**config.mk**
```make
export PLATFORM = sky130hd
export DESIGN_NAME = vending_ctrl
export DESIGN_NICKNAME = d
export VERILOG_FILES = /design/src/rtl/vend_pkg.sv /design/src/rtl/input_conditioner.sv /design/src/rtl/vending_ctrl.sv
export SDC_FILE = /design/constraint.sdc
export NUM_CORES = 1
export LEC_CHECK = 0
export CORE_MARGIN = 2
export CORE_UTILIZATION = 53
export CTS_CLUSTER_SIZE = 40
export DETAILED_ROUTE_END_ITERATION = 10
export HOLD_SLACK_MARGIN = 0.05
export PLACE_DENSITY = 0.82
export SLEW_MARGIN = 25
export SYNTH_ARGS = -nofsm -noshare
export SYNTH_HDL_FRONTEND = slang
export SYNTH_SLANG_ARGS = --single-unit
```
**constraint.sdc**
```tcl
create_clock -name clk -period 2.05 [get_ports clk]
set_input_delay 0.205 -clock clk [delete_from_list [all_inputs] [get_ports clk]]
set_output_delay 0.205 -clock clk [all_outputs]
set_load 0.02 [all_outputs]
```
**src/rtl/vend_pkg.sv**
```systemverilog
// Shared state encoding, default parameter constants and a width helper
// for the vending controller.
package vend_pkg;

  typedef enum logic [1:0] {
    ST_IDLE,
    ST_CREDIT,
    ST_VEND,
    ST_ERR
  } vend_state_e;

  localparam int unsigned DEF_NUM_COINS  = 2;
  localparam int unsigned DEF_NUM_PROD   = 2;
  localparam int unsigned DEF_CRED_W     = 4;
  localparam logic [7:0]  DEF_PRICES     = {4'd3, 4'd2};
  localparam int unsigned DEF_MAX_CREDIT = 9;
  localparam int unsigned DEF_TICK_DIV   = 262144;
  localparam int unsigned DEF_DB_TICKS   = 3;
  localparam int unsigned DEF_ERR_HOLD   = 8;

  function automatic int unsigned clog2_min1(input int unsigned n);
    return (n > 1) ? $clog2(n) : 1;
  endfunction

endpackage

```
**src/rtl/input_conditioner.sv**
```systemverilog
// Synchronises one raw button, debounces it on the shared sample tick and
// emits a single-cycle pulse on each stable press.
module input_conditioner
  import vend_pkg::*;
#(
  parameter int unsigned DB_TICKS = DEF_DB_TICKS
) (
  input  logic clk,
  input  logic rst_n,
  input  logic tick,
  input  logic din,
  output logic event_o
);

  localparam int unsigned CW = clog2_min1(DB_TICKS + 1);

  logic          sync1_q, sync2_q;
  logic          samp_q, samp_d;
  logic [CW-1:0] cnt_q, cnt_d;
  logic          stable_q, stable_d;
  logic          armed_q, armed_d;
  logic          event_q, event_d;

  always_comb begin
    samp_d   = samp_q;
    cnt_d    = cnt_q;
    stable_d = stable_q;
    armed_d  = armed_q;
    if (tick) begin
      if (sync2_q != samp_q) begin
        samp_d = sync2_q;
        cnt_d  = CW'(1);
      end else if (cnt_q < CW'(DB_TICKS)) begin
        cnt_d = cnt_q + 1'b1;
      end
    end
    // Presses only count once a released level has been confirmed, so a
    // button held through reset stays silent until pressed again.
    if (cnt_q == CW'(DB_TICKS)) begin
      stable_d = samp_q;
      if (!samp_q) armed_d = 1'b1;
    end
    event_d = armed_q & stable_d & ~stable_q;
  end

  always_ff @(posedge clk or negedge rst_n) begin
    if (!rst_n) begin
      sync1_q  <= 1'b0;
      sync2_q  <= 1'b0;
      samp_q   <= 1'b0;
      cnt_q    <= '0;
      stable_q <= 1'b0;
      armed_q  <= 1'b0;
      event_q  <= 1'b0;
    end else begin
      sync1_q  <= din;
      sync2_q  <= sync1_q;
      samp_q   <= samp_d;
      cnt_q    <= cnt_d;
      stable_q <= stable_d;
      armed_q  <= armed_d;
      event_q  <= event_d;
    end
  end

  assign event_o = event_q;

endmodule

```
**src/rtl/vending_ctrl.sv**
```systemverilog
// Coin-operated vending controller: debounced buttons feed a credit/vend/
// refund FSM whose outputs are all registered one cycle after the event.
module vending_ctrl
  import vend_pkg::*;
#(
  parameter int unsigned                 NUM_COINS  = DEF_NUM_COINS,
  parameter int unsigned                 NUM_PROD   = DEF_NUM_PROD,
  parameter int unsigned                 CRED_W     = DEF_CRED_W,
  parameter logic [NUM_PROD*CRED_W-1:0]  PRICES     = DEF_PRICES,
  parameter int unsigned                 MAX_CREDIT = DEF_MAX_CREDIT,
  parameter int unsigned                 TICK_DIV   = DEF_TICK_DIV,
  parameter int unsigned                 DB_TICKS   = DEF_DB_TICKS,
  parameter int unsigned                 ERR_HOLD   = DEF_ERR_HOLD
) (
  input  logic                              clk,
  input  logic                              rst,
  input  logic [NUM_COINS-1:0]              coin,
  input  logic                              enter,
  input  logic                              cancel,
  input  logic [clog2_min1(NUM_PROD)-1:0]   sel,
  output logic [NUM_PROD-1:0]               release_o,
  output logic [CRED_W-1:0]                 change,
  output logic                              change_valid,
  output logic                              coin_reject,
  output logic                              error,
  output logic [CRED_W-1:0]                 credit
);

  localparam int unsigned SW  = clog2_min1(NUM_PROD);
  localparam int unsigned TW  = clog2_min1(TICK_DIV);
  localparam int unsigned ECW = clog2_min1(ERR_HOLD);

  logic [TW-1:0] tick_cnt_q, tick_cnt_d;
  logic          tick;

  always_comb begin
    tick       = (tick_cnt_q == TW'(TICK_DIV - 1));
    tick_cnt_d = tick ? '0 : tick_cnt_q + 1'b1;
  end

  always_ff @(posedge clk or negedge rst) begin
    if (!rst) tick_cnt_q <= '0;
    else      tick_cnt_q <= tick_cnt_d;
  end

  logic [NUM_COINS-1:0] coin_ev;
  logic                 enter_ev, cancel_ev;

  for (genvar g = 0; g < NUM_COINS; g++) begin : g_coin
    input_conditioner #(.DB_TICKS(DB_TICKS)) u_cond (
      .clk(clk), .rst_n(rst), .tick(tick), .din(coin[g]), .event_o(coin_ev[g])
    );
  end

  input_conditioner #(.DB_TICKS(DB_TICKS)) u_enter (
    .clk(clk), .rst_n(rst), .tick(tick), .din(enter), .event_o(enter_ev)
  );

  input_conditioner #(.DB_TICKS(DB_TICKS)) u_cancel (
    .clk(clk), .rst_n(rst), .tick(tick), .din(cancel), .event_o(cancel_ev)
  );

  vend_state_e         state_q, state_d;
  logic [CRED_W-1:0]   credit_q, credit_d;
  logic [CRED_W-1:0]   change_q, change_d;
  logic [NUM_PROD-1:0] rel_q, rel_d;
  logic                cv_q, cv_d;
  logic                rej_q, rej_d;
  logic                err_q, err_d;
  logic [ECW-1:0]      err_cnt_q, err_cnt_d;

  logic                coin_found;
  int unsigned         coin_val;
  logic                coin_multi;
  logic                sel_ok;
  logic [SW-1:0]       sel_idx;
  int unsigned         price_base;
  logic [CRED_W-1:0]   price;
  logic [CRED_W:0]     sum;

  always_comb begin
    coin_found = 1'b0;
    coin_val   = 0;
    for (int unsigned i = 0; i < NUM_COINS; i++) begin
      if (coin_ev[i] && !coin_found) begin
        coin_found = 1'b1;
        coin_val   = i + 1;
      end
    end
    coin_multi = (coin_ev & (coin_ev - 1'b1)) != '0;
    sel_ok     = (32'(sel) < NUM_PROD);
    sel_idx    = sel_ok ? sel : '0;
    price_base = 32'(sel_idx) * CRED_W;
    price      = PRICES[price_base +: CRED_W];
    sum        = {1'b0, credit_q} + (CRED_W + 1)'(coin_val);

    state_d   = state_q;
    credit_d  = credit_q;
    change_d  = change_q;
    rel_d     = '0;
    cv_d      = 1'b0;
    rej_d     = 1'b0;
    err_d     = 1'b0;
    err_cnt_d = err_cnt_q;

    case (state_q)
      ST_IDLE, ST_CREDIT: begin
        // Cancel beats enter beats coin; losers are dropped without reject.
        if (cancel_ev) begin
          if (credit_q != '0) begin
            change_d = credit_q;
            cv_d     = 1'b1;
            credit_d = '0;
            state_d  = ST_IDLE;
          end
        end else if (enter_ev) begin
          if (sel_ok && credit_q >= price) begin
            rel_d    = NUM_PROD'(1) << sel_idx;
            change_d = credit_q - price;
            cv_d     = 1'b1;
            credit_d = '0;
            state_d  = ST_VEND;
          end else begin
            err_d     = 1'b1;
            err_cnt_d = ECW'(ERR_HOLD - 1);
            state_d   = ST_ERR;
          end
        end else if (coin_found) begin
          if (sum <= (CRED_W + 1)'(MAX_CREDIT)) begin
            credit_d = sum[CRED_W-1:0];
            state_d  = ST_CREDIT;
          end else begin
            rej_d = 1'b1;
          end
          if (coin_multi) rej_d = 1'b1;
        end
      end
      ST_VEND: begin
        rej_d   = |coin_ev;
        state_d = ST_IDLE;
      end
      ST_ERR: begin
        rej_d = |coin_ev;
        if (err_cnt_q == '0) begin
          state_d = (credit_q == '0) ? ST_IDLE : ST_CREDIT;
        end else begin
          err_d     = 1'b1;
          err_cnt_d = err_cnt_q - 1'b1;
        end
      end
      default: state_d = ST_IDLE;
    endcase
  end

  always_ff @(posedge clk or negedge rst) begin
    if (!rst) begin
      state_q   <= ST_IDLE;
      credit_q  <= '0;
      change_q  <= '0;
      rel_q     <= '0;
      cv_q      <= 1'b0;
      rej_q     <= 1'b0;
      err_q     <= 1'b0;
      err_cnt_q <= '0;
    end else begin
      state_q   <= state_d;
      credit_q  <= credit_d;
      change_q  <= change_d;
      rel_q     <= rel_d;
      cv_q      <= cv_d;
      rej_q     <= rej_d;
      err_q     <= err_d;
      err_cnt_q <= err_cnt_d;
    end
  end

  assign release_o    = rel_q;
  assign change       = change_q;
  assign change_valid = cv_q;
  assign coin_reject  = rej_q;
  assign error        = err_q;
  assign credit       = credit_q;

endmodule

```
* After elaboration in Yosys (flattened, before gate mapping) *
Cells that the tools add are included.

word-level totals
  logic and storage cells = 189
  register bits after elaboration = 68
  bits of input ports = 7

cells by class
  equality and inequality tests = 22
  shifts and indexed selects = 2
  add/subtract/negate cells = 9
  muxes and demuxes = 61
  reduce and logical (&&, ||, !) cells = 35
  bitwise gates (word level) = 17
  magnitude comparators = 6

operators by type and width
  cell                                                                         count
  4-bit 2-to-1 mux                                                             10
  2-bit 2-to-1 mux                                                             19
  2-bit AND reduction                                                          12
  1-bit 2-to-1 mux                                                             23
  18-bit by 1-bit adder with 18-bit output, second input constant              1
  18-bit == test, second input constant                                        1
  18-bit 2-to-1 mux                                                            1
  2-bit nonzero test                                                           8
  2-bit == test, second input constant                                         6
  3-bit 2-to-1 mux                                                             4
  2-bit != test, second input constant                                         5
  5-bit AND reduction                                                          2
  2-bit by 1-bit adder with 2-bit output, second input constant                4
  1-bit AND                                                                    8
  2-bit < comparator, second input constant                                    4
  4-bit by 2-bit != test with 1-bit output, second input constant              2
  1-bit NOT                                                                    8
  4-bit AND reduction                                                          2
  8-bit by 4-bit variable part select with 4-bit output, first input constant  1
  2-bit case mux with 3 select lines                                           1
  3-bit case mux with 2 select lines                                           1
  3-bit nonzero test                                                           2
  2-bit OR reduction                                                           3
  4-bit by 5-bit adder with 5-bit output                                       1
  other kinds (19)                                                             23

* Logic depth before layout (Yosys ltp) *
Gate-level depths: netlist of run 1.

  word-level depth = 12
  depth in mapped cells = 9

* Hierarchy *
From an unflattened synthesis of run 1, not the netlist that was laid out.

unflattened totals
  cell total of the unflattened synthesis = 287
  area, all modules = 3,189.3 µm²

by module, submodules not included
  module             area an instance (µm²)  cells an instance  times used
  vending_ctrl       1,948.1                 183                1
  input_conditioner  310.3                   26                 4

* Worst setup path after synthesis of run 1 *
Ideal clock, no wire load.

  kind = reg-to-reg
  start point = register credit_q[0] (netlist: credit[0])
  end point = register credit_q[3] (netlist: credit[3])
  path buffers = 0
  arrival time = 2,100 ps
  cell stages (with the launch flop) = 8
  clock period less this slack = 2,228 ps
  setup slack = -178 ps
  cells stage by stage = dfrtp_1 -> ha_1 -> fa_1 -> o21a_1 -> o21ai_0 -> o31ai_2 -> nand2b_1 -> o21ai_0

on the way
  word-level cells in the longest chain between the ends = 5

ends and longest elaborated chain
  what                                                                            RTL line             RTL
  from (decl)                                                                     vending_ctrl.sv:64   logic [CRED_W-1:0] credit_q, credit_d;
  from (signal assigned)                                                          vending_ctrl.sv:167  credit_q <= credit_d;
  branches (longest 5 deep; another with 4-bit by 5-bit adder with 5-bit output)  n/a

Several ways; the timed one is not identified. The select of a mux whose other input is x is not followed.
A chain may end at the register's enable or synchronous reset.

* Final worst setup path of run 1 *
  start point = register g_coin[0].u_cond.event_q
  end point = register state_q[0]

on the way
  word-level cells in the longest chain between the ends = 8

ends and longest elaborated chain
  what                                                       RTL line                 RTL
  from (decl)                                                input_conditioner.sv:22  logic event_q, event_d;
  from (signal assigned)                                     input_conditioner.sv:62  event_q <= event_d;
  1-bit 2-to-1 mux                                           vending_ctrl.sv:85       if (coin_ev[i] && !coin_found) begin
  1-bit zero test                                            vending_ctrl.sv:85
  1-bit logical AND                                          vending_ctrl.sv:85
  2-bit 2-to-1 mux                                           vending_ctrl.sv:85
  4-bit by 5-bit adder with 5-bit output                     vending_ctrl.sv:95       sum = {1'b0, credit_q} + (CRED_W + 1)'(coin_val);
  5-bit by 4-bit less-or-equal comparator with 1-bit output  vending_ctrl.sv:129      if (sum <= (CRED_W + 1)'(MAX_CREDIT)) begin
  4-bit by 2-bit != test with 1-bit output (no source line)  n/a
  4-bit AND reduction (no source line) *                     n/a
  to (signal assigned)                                       vending_ctrl.sv:166      state_q <= state_d;
  to (decl)                                                  vending_ctrl.sv:63       vend_state_e state_q, state_d;

Mark *: on every way between the ends. The rest lies on a longest branch, timed or not.

==> results.toml, run 1 <==
[finish]
areaGrowthSynthToFinish_pct = 20.60
multiInputGateArea_sq_mm = 0.001366
antenna_cells = 0
nets = 334
drive_gt1_share_pct = 19.69
layout.area.seq_sq_mm = 0.001703
final_cells = 392
n_fill_cell = 416
fin_area_sq_mm = 0.003706

[hold_path]
holdCritPathClass = "input pin to register"

[route]
viasPerCell = 5.431
drtIter0Drc = 106
wl_um = 5597
first_pass_iters = 5
post-route-drc-count = 0
ant_nets = 0
vias = 2129
wl_per_cell_um = 14.28

[clock_network]
clkTransAtPathRegs_ns = 0.07
clk_latency_ns = 0.34
htreeDepth = 3
clockBufferDepth = 2
cts_tree = "done"
cts_sinks = 68
numCtsBuffers = 9
root_buffer = "clkbuf_8"

[sta]
fin_crit_sh_pct = 106.2
drv_slew = 0
fin_setup_tns_ns = -0.8461
setup_viol = 10
rsz0062_at_grt = "true"
slew_headroom_pct = 58.57
skew_ns = 0.01267
period_needed_ns = 2.178
tightest_slew_ns = 0.6157
final.setup.worst_slack_ns = -0.1279
fmax_mhz = 459.2
hold_violations = 0

[power_and_ir_drop]
p_comb_share_pct = 2.1
pwr_density_cell_mw_per_mm2 = 629.7
ir_drop_uv = 444.8
p_int_w = 0.001838
netSwitchingPower_w = 0.0004956
clkPwrFrac_pct = 39.9
netSwitchingFraction_pct = 21.23
leakage_nw = 1.773
pwr-share-seq_pct = 58.0

[setup_path]
critical_path_arrival_ns = 2.44
worst-path-max-fanout = 6
path_delay_family = "adder cells"
crit_path_end_kind = "register"
crit_path_cell_trace = "ha_4, fa_2, o21a_1, o21ai_2, o31ai_4, buf_4, nand3_2, o21ai_1"
cp_num_buf_inv = 1
critPathMaxStageDelay_ns = 0.55
start_kind = "register"
timing_worst_setup_path_type = "register to register"
slowest_stage = "fa_2"
critPathRequiredTime_ns = 2.32

[synthesis]
synth_warnings = 0
synth-seq-area-share_pct = 55.37
synth_async_sr_flop_share_pct = 100.0
synth_cell_types = 46
yosysTopAreaCell = "dfrtp_1"
synth_edf_count = 0
synth_nets = 293
synth_flop_cell = "dfrtp_1"
netlist_area_sq_mm = 0.003073
ys_ff_latch = 68
synth.top_cell.area_share_pct = 55.37
synth_area_leaders = "dfrtp_1, ha_1, mux2_2"
avgSynthCellArea_sq_um = 11.22
synth.most_common_cell = "dfrtp_1"
synthCells = 274
netlist_top_cells_count = "dfrtp_1, nor2_1, nand2_1"

[die]
die_y_um = 80.15
die_w_um = 80.15
die_area_sq_mm = 0.006423
rows = 27
start_util_pct = 55.47
io-pin-count = 20
coreArea_sq_mm = 0.005540

[placement]
portBuffers = 19
gp_congestion = 0.8321
placed_area_sq_mm = 0.003465
dp_hpwl_um = 3731
place_inst = 372

[global_route]
grt_start_max_net_pins = 69
grt_pass1_vias = 2120
grt_pass1_wl_um = 9825
grt_usage_pct = 20.16
grt_overflow = 0
antenna_found_initial = 0

[outcome]
violations = "setup timing"
status = "complete, but fails checks"

[job]
maxCapViolations = 0
[what timing repair did]
action	CTS	global route
hold buffers	1	0
hold endpoints to repair	68	0
buffers inserted	1	2
endpoints found under the setup margin	12	14
gates resized for setup	6	5
pin swaps	3	0
[layer usage]
metal	vias up	part of all wire, %	global-route usage, %
met3	11	3.7	4.719
met4	0	2.0	9.492
met2	43	48	32.08
met5	-	0	0
met1	1038	46	26.10
li1	1037	-	-
[final cells by class]
cell class	count	area share (%)
clock buffer	14	4.119
clock inverter	2	0.2701
inverter	11	1.114
multi-input combinational	187	36.87
sequential	68	45.95
tap	72	2.431
timing repair buffer	38	9.251
[path summary, 6_finish.rpt]
kind	startpoint	slack [ns]	cells after the start	end
max	g_coin[0].u_cond.event_o$_DFF_PN0_	-0.13	8	state_q[0]$_DFFE_PN0P_
min	enter	0.30	1	u_enter.sync1_q$_DFF_PN0_
max reg2reg	g_coin[0].u_cond.event_o$_DFF_PN0_	-0.13	8	state_q[0]$_DFFE_PN0P_
min reg2reg	u_enter.sync1_q$_DFF_PN0_	0.35	0	u_enter.sync2_q$_DFF_PN0_
max in group asynchronous	rst	1.35	3	u_enter.cnt_q[0]$_DFFE_PN0P_
min in group asynchronous	rst	0.38	3	credit[2]$_DFFE_PN0P_
[registers in the layout, summed over array words and instances, names as in the netlist, 2 cells and up]
register	cells
g_coin.u_cond.samp_q	2
g_coin.u_cond.sync2_q	2
release_o	2
u_cancel.cnt_q	2
state_q	2
change	4
u_enter.cnt_q	2
g_coin.u_cond.cnt_q	4
err_cnt_q	3
g_coin.u_cond.armed_q	2
g_coin.u_cond.stable_q	2
g_coin.u_cond.sync1_q	2
credit	4
g_coin.u_cond.event_o	2
tick_cnt_q	18
[logic make-up after synthesis]
logic type               Yosys count  share of synthesized area, %
multiplexers                      14                         5.049
AND/OR/NAND/NOR                   92                         15.23
AO/OA/AOI/OAI                     48                         10.42
flip-flops                        68                         55.37
buffers and inverters             19                         2.809
XOR/XNOR                          21                         5.985
adder cells (fa/ha/maj)           12                         5.130
[through the flow]
| step | hold slack (ns) | total power (W) | worst slack [ns] | utilization (%) |
|---|---|---|---|---|
| global placement | 0.2479 | 0.001427 | -0.08777 | 62.53 |
| global route | 0.3010 | 0.002438 | -0.2122 | 66.89 |
| finish | 0.3021 | 0.002334 | -0.1279 | 66.89 |
| detailed placement | 0.2491 | 0.001428 | -0.1732 | 62.53 |
| floorplan | -0.09059 | 0.001383 | -0.07383 | - |
| CTS | 0.2893 | 0.002368 | -0.1141 | 66.10 |
[power groups by stage]
stage	clock network [W]	registers, W	logic, W
6_report	0.000931	0.00135	0.0000489
5_1_grt	0.00103	0.00135	0.0000564
4_1_cts	0.000963	0.00135	0.0000513
3_5_place_dp	0	0.00138	0.0000496
3_3_place_gp	0	0.00138	0.0000491
2_1_floorplan	0	0.00138	0.00000529
[placed cells by master, fill, tap and decap left out, drive strengths merged, types with 4 or more instances in the layout]
cell type      count
inv               11
nand3             12
nor2              28
dfrtp             68
ha                11
buf               19
clkdlybuf4s50     18
a21o               6
nor3               8
o21ai             17
and3b              4
a21oi              6
nand2             19
clkbuf            14
a22o               6
nor2b              4
mux2              12
xor2              10
xnor2             11
Note: power is estimated with default switching activity, not from simulation.
==> run 2, diff against run 1 <==
--- a/config.mk
+++ b/config.mk
@@ -5,11 +5,13 @@
 export SDC_FILE = /design/constraint.sdc
 export NUM_CORES = 1
 export LEC_CHECK = 0
+export CAP_MARGIN = 20
 export CORE_MARGIN = 2
 export CORE_UTILIZATION = 53
 export CTS_CLUSTER_SIZE = 40
 export DETAILED_ROUTE_END_ITERATION = 10
 export HOLD_SLACK_MARGIN = 0.05
+export MAX_ROUTING_LAYER = met4
 export PLACE_DENSITY = 0.82
 export SLEW_MARGIN = 25
 export SYNTH_ARGS = -nofsm -noshare
==> results.toml, run 2 (synthesis results as in run 1) <==
[sta]
period_needed_ns = 2.173
fin_crit_sh_pct = 106.0
skew_ns = 0.01292
rsz0062_at_grt = "true"
slew_headroom_pct = 59.92
drv_slew = 0
tightest_slew_ns = 0.5957
hold_violations = 0
whs_ns = 0.3059
setup_viol = 10
final.setup.worst_slack_ns = -0.1227
fmax_mhz = 460.3

[route]
ant_nets = 0
drtIter0Drc = 133
post-route-drc-count = 0
viasPerCell = 5.372
first_pass_iters = 4
wl_per_cell_um = 14.17
wl_um = 5556
vias = 2106

[finish]
nets = 334
antenna_cells = 0
areaGrowthSynthToFinish_pct = 20.60
multiInputGateArea_sq_mm = 0.001366
n_fill_cell = 416
layout_common_cells = "dfrtp_1, nor2_1, nand2_1"
finish.utilization_pct = 66.89
layout.area.seq_sq_mm = 0.001703
largest_reg_flops = 18
final_common_cell = "dfrtp_1"
fin_area_sq_mm = 0.003706
drive_gt1_share_pct = 19.69
regMostFlops = "tick_cnt_q"

[placement]
place_ws_ns = -0.1732
dp_hpwl_um = 3731
gp_congestion = 0.8448
placed_area_sq_mm = 0.003465
portBuffers = 19

[clock_network]
root_buffer = "clkbuf_8"
htreeDepth = 3
cts_sinks = 68
clk_latency_ns = 0.34
clkTransAtPathRegs_ns = 0.07
numCtsBuffers = 9
cts_tree = "done"
clockBufferDepth = 2

[hold_path]
holdPathEnd = "g_coin[0].u_cond.sync1_q$_DFF_PN0_"
min_from = "coin[0]"
holdCritPathClass = "input pin to register"
holdPathStages = 1

[setup_path]
crit_path_cell_trace = "ha_4, fa_2, o21a_1, o21ai_2, o31ai_4, buf_4, nand3_2, o21ai_1"
start_kind = "register"
crit_path_end_kind = "register"
reg2reg_depth = 8
reg2reg_from = "g_coin[0].u_cond.event_o$_DFF_PN0_"
worst-path-max-fanout = 6
timing_worst_setup_path_type = "register to register"
cp-startpoint = "g_coin[0].u_cond.event_o$_DFF_PN0_"
critical_path_arrival_ns = 2.43
critPathRequiredTime_ns = 2.31
reg2reg_slack_ns = -0.12
slowest_stage = "fa_2"
reg2reg_to = "state_q[0]$_DFFE_PN0P_"
critPathMaxStageDelay_ns = 0.55

[die]
die_w_um = 80.15
io-pin-count = 20
die_area_sq_mm = 0.006423
start_util_pct = 55.47
die_y_um = 80.15
rows = 27
coreArea_sq_mm = 0.005540

[global_route]
antenna_found_initial = 0
grt_overflow = 0
grt_pass1_vias = 2125
grt_start_max_net_pins = 69
grt_usage_pct = 20.64
grt_pass1_wl_um = 9818

[power_and_ir_drop]
power_w = 0.002334
ir_drop_uv = 445.0
leakage_nw = 1.773
pwr_density_cell_mw_per_mm2 = 629.9

[job]
maxCapViolations = 0

[outcome]
status = "complete, but fails checks"
violations = "setup timing"
[run 2: worst max path at each step]
stage | end | slack [ns] | depth (start not counted)
CTS | state_q[0]$_DFFE_PN0P_ | -0.11 | 8
finish | state_q[0]$_DFFE_PN0P_ | -0.12 | 8
floorplan | credit[3]$_DFFE_PN0P_ | -0.07 | 7
global route | state_q[0]$_DFFE_PN0P_ | -0.21 | 8
global placement | change[0]$_DFFE_PN0P_ | -0.09 | 7
detailed placement | change[3]$_DFFE_PN0P_ | -0.17 | 7
[run 2: timing repair]
| action | in CTS | in global routing |
|---|---|---|
| hold buffers | 1 | 0 |
| setup endpoints to repair | 12 | 14 |
| resized for setup | 6 | 5 |
| endpoints found under the hold margin | 68 | 0 |
| buffers inserted | 1 | 2 |
| pin swaps | 3 | 0 |
[run 2: final cells by class]
cell class	count	area share (%)
well taps	72	2.431
clock inverters	2	0.2701
repair buffers	38	9.251
flip-flops and latches	68	45.95
multi-input cells	187	36.87
clock buffers	14	4.119
inverters	11	1.114
[run 2: layer usage]
metal  track usage [%]  share of wire [%]  up-vias  wire, um
met3             4.719                3.0       10       168
li1                  -                  -     1034         -
met2             32.08                 49       32      2726
met4             8.983                1.9        0       106
met5                 -                  0        -         0
met1             26.10                 46     1030      2555
[run 2: through the flow]
stage                     TNS (ns)  std cells
after floorplan            -0.1978        274
after global placement     -0.6127        372
after detailed placement    -1.390        372
after CTS                  -0.7635        390
after global routing        -1.816        392
final                      -0.8148        392
[run 2: power by group]
group | internal, W | switching (W) | leakage [nW]
registers | 0.00135 | 0.00000375 | 0.880
logic | 0.0000187 | 0.0000302 | 0.809
clock network | 0.000470 | 0.000462 | 0.0844
total | 0.00184 | 0.000496 | 1.77
[run 2: critical path, delay by kind of cell, from the launching register on]
family                   cells  cell delay (ns)
adder cells (fa/ha/maj)      2             0.74
AO/OA/AOI/OAI                4             0.67
flip-flops                   1             0.43
buffers and inverters        1             0.19
AND/OR/NAND/NOR              1             0.07
==> run 3, diff against run 2 <==
--- a/config.mk
+++ b/config.mk
@@ -5,7 +5,6 @@
 export SDC_FILE = /design/constraint.sdc
 export NUM_CORES = 1
 export LEC_CHECK = 0
-export CAP_MARGIN = 20
 export CORE_MARGIN = 2
 export CORE_UTILIZATION = 53
 export CTS_CLUSTER_SIZE = 40
==> results of run 3 <==
Same layout as run 2: the final DEF is identical, and so are final timing and power.
